## config.mk

```make
export PLATFORM = sky130hd
export DESIGN_NAME = register_scoreboard
export DESIGN_NICKNAME = d
export VERILOG_FILES = /design/src/rtl/register_scoreboard.sv
export SDC_FILE = /design/constraint.sdc
export NUM_CORES = 1
export LEC_CHECK = 0
export CORE_UTILIZATION = 47
export DETAILED_ROUTE_END_ITERATION = 10
export PLACE_DENSITY = 0.84
export SETUP_SLACK_MARGIN = 0.1
export SYNTH_ARGS = -nofsm -noshare
export SYNTH_HDL_FRONTEND = slang
export SYNTH_SLANG_ARGS = --single-unit
```

## constraint.sdc

```tcl
create_clock -name clk -period 3.45 [get_ports clk]
set_input_delay 0.345 -clock clk [delete_from_list [all_inputs] [get_ports clk]]
set_output_delay 0.345 -clock clk [all_outputs]
set_load 0.02 [all_outputs]
```

## src/rtl/register_scoreboard.sv

```systemverilog
// Pending-write scoreboard for long-latency ops: issue marks rd pending, writeback clears it,
// decode gets a RAW/WAW/slot stall. Define SCOREBOARD_BYPASS_EN to unstall on the writeback cycle.
module register_scoreboard #(
  parameter int NUM_REGS        = 32,
  parameter int REG_INDEX_WIDTH = 5,
  parameter int MAX_OUTSTANDING = 4,
  localparam int CountWidth     = $clog2(MAX_OUTSTANDING + 1)
) (
  input  logic                       clk,
  input  logic                       rst_n,
  input  logic                       issue_valid,
  input  logic [REG_INDEX_WIDTH-1:0] issue_rd_index,
  input  logic                       writeback_valid,
  input  logic [REG_INDEX_WIDTH-1:0] writeback_rd_index,
  input  logic [REG_INDEX_WIDTH-1:0] rs1_index_decode,
  input  logic [REG_INDEX_WIDTH-1:0] rs2_index_decode,
  input  logic [REG_INDEX_WIDTH-1:0] rd_index_decode,
  input  logic                       long_latency_decode,
  output logic                       stall_pipeline,
  output logic                       issue_ready,
  output logic [CountWidth-1:0]      outstanding_count,
  output logic [NUM_REGS-1:0]        pending_mask,
  output logic                       protocol_error
);

  localparam logic [CountWidth-1:0] MaxCount = CountWidth'(MAX_OUTSTANDING);

  logic [NUM_REGS-1:0]   pending_q, pending_d;
  logic [CountWidth-1:0] count_q, count_d;
  logic                  error_q, error_d;

  logic [NUM_REGS-1:0]   wb_hit, iss_hit, visible_pending;
  logic                  wb_accept, issue_accept, issue_busy, raw_or_waw;

  assign issue_ready = (count_q < MaxCount);

  // NOTE: every signal written in an always_comb gets a default first, so no path can infer a latch.
  always_comb begin
    wb_hit       = '0;
    iss_hit      = '0;
    wb_accept    = 1'b0;
    issue_accept = 1'b0;
    issue_busy   = 1'b0;
    error_d      = error_q;

    if (writeback_valid && writeback_rd_index != '0) begin
      wb_accept = pending_q[writeback_rd_index];
      wb_hit[writeback_rd_index] = pending_q[writeback_rd_index];
      if (!pending_q[writeback_rd_index]) error_d = 1'b1;
    end

    // A register may be re-issued in the very cycle its previous write retires.
    if (issue_valid && issue_rd_index != '0) begin
      issue_busy = pending_q[issue_rd_index] && !wb_hit[issue_rd_index];
      if (!issue_ready || issue_busy) begin
        error_d = 1'b1;
      end else begin
        issue_accept = 1'b1;
        iss_hit[issue_rd_index] = 1'b1;
      end
    end

    pending_d    = (pending_q & ~wb_hit) | iss_hit;
    pending_d[0] = 1'b0;
    count_d      = count_q + CountWidth'(issue_accept) - CountWidth'(wb_accept);
  end

`ifdef SCOREBOARD_BYPASS_EN
  assign visible_pending = pending_q & ~wb_hit;
`else
  assign visible_pending = pending_q;
`endif

  always_comb begin
    raw_or_waw = 1'b0;
    if (rs1_index_decode != '0 && visible_pending[rs1_index_decode]) raw_or_waw = 1'b1;
    if (rs2_index_decode != '0 && visible_pending[rs2_index_decode]) raw_or_waw = 1'b1;
    if (rd_index_decode  != '0 && visible_pending[rd_index_decode])  raw_or_waw = 1'b1;
  end

  assign stall_pipeline = raw_or_waw | (long_latency_decode & ~issue_ready);

  // NOTE: sequential state uses non-blocking assignments; reset is synchronous, sampled on the edge.
  always_ff @(posedge clk) begin
    if (!rst_n) begin
      pending_q <= '0;
      count_q   <= '0;
      error_q   <= 1'b0;
    end else begin
      pending_q <= pending_d;
      count_q   <= count_d;
      error_q   <= error_d;
    end
  end

  assign pending_mask      = pending_q;
  assign outstanding_count = count_q;
  assign protocol_error    = error_q;

endmodule

```

==> summary.md <==
| Metric | Value |
|---|---|
| Hold Path Class | reg -> reg |
| Die height | around 83 um |
| Outcome | complete, no violations |
| Core Rows | 29 |
| Syn Nets | 330 |
| Synth top area share | 25.1% |
| Critical path arrival | ~3.5 ns |
| Vias in the first global route | 3,077 |
| Crit start category | input port |
| CTS tree | yes |
| Die Wd | 82.6 um |
| Internal reg-to-reg setup slack | 0.26 ns |
| Root Buffer | clkbuf_8 |
| Worst-path cell with the longest stage delay | or4_1 |
| Total vias in the final route | 3,278 |
| Internal | approximately 0.92 mW |
| Setup-failing EPs final | 0 |
| First-pass GRT wire length | roughly 17,000 um |
| Antenna fix cells | 0 |
| Final worst setup slack | around 0.17 ns |
| Slowest stage delay, CP | 0.52 ns |
| Mapped Cells | 297 |
| Combinational power share | a little under a third |
| Slew Limit Fails | 0 |
| Layout cells sized above 1 | 26.7% |
| Syn. warnings | 0 |
| Period utilization | 95.0% |
| Vias/cell | ~7.0 |
| P per Cell Area | 308 nW/um^2 |
| LEAKAGE | 1.52 nW |
| Synth Register Bits | 35 |
| Post-Syn Area | 3050 um^2 |
| Initial antenna violation count | 0 |
| Buffers on Ports | 66 |
| Final hold slack | 0.506 ns |
| Max Cap Viol | 0 |
| Fmax | between 300 and 400 MHz |
| Async S/R FF share, synth | 0% |
| Routed wire length | around 11,000 um |
| Setup bufs post-CTS | 0 |
| Fin nets | 421 |
| Critical Path Fanout Max | 8 |
| Sink Count | 35 |
| DR iter-0 viols | 539 |
| Antenna viol nets, final | 0 |
| Cell breakdown of the critical path | clkdlybuf4s15_1, bufbuf_16, mux2i_1, o22ai_1, or4_1, mux2_4, and2_1, ha_1, inv_1, ha_1, fa_1, xnor2_1, xnor2_1, and2_1 |
| Drt pass-1 iters | 5 |
| Initial cell density of the core | 48.4% |
| CTS buffer count | 5 |
| Post-synth EDFFs | 0 |
| Clock tree buffer depth | 2 |
| Headroom to the max-slew limit | 63.0% |
| Sw Ratio | roughly 30% |
| Core Area | between 6000 and 7000 um^2 |
| Clk slew on worst S/H paths | roughly 0.070 ns |
| Synth Area per Inst | 10.3 um^2 |
| Layout area overhead | 39.2% |
| Min Tclk post-route | 3.28 ns |
| RSZ-0062 raised after global routing | true |
| Most common cell after layout, fill and taps aside | clkdlybuf4s50_1 |
| Sequential Power Share | 34.7% |
| Clock group share of total power | between 30% and 40% |
| # H-tree levels | 2 |
| Synth cell types | 49 |
| Largest net degree at the start of global routing | 40 |
| Critical Path Sink Type | register |
| Detailed Place HPWL | 7830 um |
| WL/cell | 23.7 um |
| VDD IR max | 0.000209 V |
| Commonest non-fill, non-tap cells in the layout | clkdlybuf4s50_1, buf_4, dfxtp_1 |
| Least-Margin Pin Slew | 0.554 ns |
| Clk_lat worst skew | 0.29 ns |
| Top area cells in the synthesized netlist | mux4_2, dfxtp_1, o211ai_1 |
| Synth Flop Type | dfxtp_1 |
| Hold_buf cts | 0 |
| Worst endpoint required time | 3.64 ns |
| Place WS | -0.361 ns |
| Setup TNS | 0 ns |
| Clock Skews | roughly 0.0031 ns |
| Gr ovfl total | 0 |
| Residual DRC count | 0 |
| GP Congestion | 0.933 |
| P_sw | 0.391 mW |
| Total GRT Usage | between 30% and 40% |
| # IOs | 68 |
| Top cell type by total area after synthesis | mux4_2 |
| Post-synthesis sequential area ratio | 22.9% |
| Die footprint | 6820 um^2 |
| Kind of critical path | in -> reg |
| Final Hold Viols | 0 |
[area by class of cell]
class,count,area (um^2)
clock inverter,2,60.1
timing repair buffer,111,1080
inverter,7,26.3
multi-input combinational,228,2210
tap,77,96.3
clock buffer,6,72.6
fill,464,2060
sequential,35,701
[worst max-delay path, delay by kind of cell]
family / cells / cell delay [ns]
AOI/OAI and AO/OA: 1 / 0.10
muxes: 2 / 0.48
buffers and inverters: 3 / 0.59
xor gates and xnor gates: 2 / 0.27
and+or+nand+nor: 3 / 0.84
adders and majority gates: 3 / 0.83
[cell usage after synthesis (2+ instances only)]
library cell / instances
a21oi_1: 5
a21oi_4: 4
a221oi_1: 2
and2_1: 4
buf_2: 8
buf_4: 3
buf_6: 4
clkbuf_1: 11
dfxtp_1: 35
ha_1: 2
inv_1: 7
mux2_1: 2
mux2i_1: 21
mux4_2: 34
nand2_1: 14
nand3_1: 8
nand3b_1: 5
nand4_1: 5
nand4b_1: 2
nor2_1: 2
nor2b_1: 6
nor3_1: 5
o211ai_1: 33
o21ai_0: 2
o21ai_1: 30
o22ai_1: 9
o31a_1: 2
o31ai_1: 2
or3b_1: 4
or4_1: 3
xnor2_1: 3
xor2_1: 3
[what timing repair did]
item,CTS,global route
gates cloned,2,0
setup endpoints to repair,1,2
resized for setup,7,10
pin swaps,2,5
[path summary, 6_finish.rpt]
path | cells after the start | end | startpoint
hold / removal | 1 | protocol_error | protocol_error
hold reg to reg | 1 | protocol_error | protocol_error
setup / recovery | 14 | outstanding_count[2] | writeback_rd_index[1]
setup reg to reg | 13 | outstanding_count[2] | pending_mask[27]
[metal layers]
metal / up-vias / global-route usage [%] / share of wire, %
li1: 1374 / - / -
met1: 1564 / 44.3 / 38
met2: 290 / 53.7 / 45
met3: 50 / 5.60 / 11
met4: 0 / 15.9 / 4.8
met5: - / 0 / 0
[flip-flops by register name, summed over array words and instances (netlist names)]
name,count
pending_mask,31
outstanding_count,3
protocol_error,1
[power by group through the flow]
stage                     Clock (mW)  Sequential, mW  Combinational, mW
after global placement             0           0.461              0.380
final                          0.444           0.454              0.412
after CTS                      0.442           0.452              0.401
after detailed placement           0           0.461              0.391
after global routing           0.463           0.456              0.436
after floorplan                    0           0.474              0.196
[kinds of logic (layout without fill, tap and decap cells)]
group                    Yosys count  count (layout)  synth area share (%)
XOR/XNOR                           6               6                  1.72
adder cells (fa/ha/maj)            3               3                  1.47
AND/OR/NAND/NOR                   65              65                  12.8
other                              1               1                 0.123
flip-flops                        35              35                  22.9
AO/OA/AOI/OAI                     94              94                  21.5
buffers and inverters             34             126                  5.86
multiplexers                      59              59                  33.6
[per-stage QoR]
step           util (%)  area [um^2]  power (mW)  instances
6_report           67.3         4250        1.31        466
5_1_grt            67.3         4250        1.35        466
4_1_cts            66.8         4220        1.29        466
3_5_place_dp       63.7         4020       0.852        456
3_3_place_gp       63.7         4020       0.841        456
2_1_floorplan         -         3060       0.670        297
Note: power is estimated with default switching activity, not from simulation.
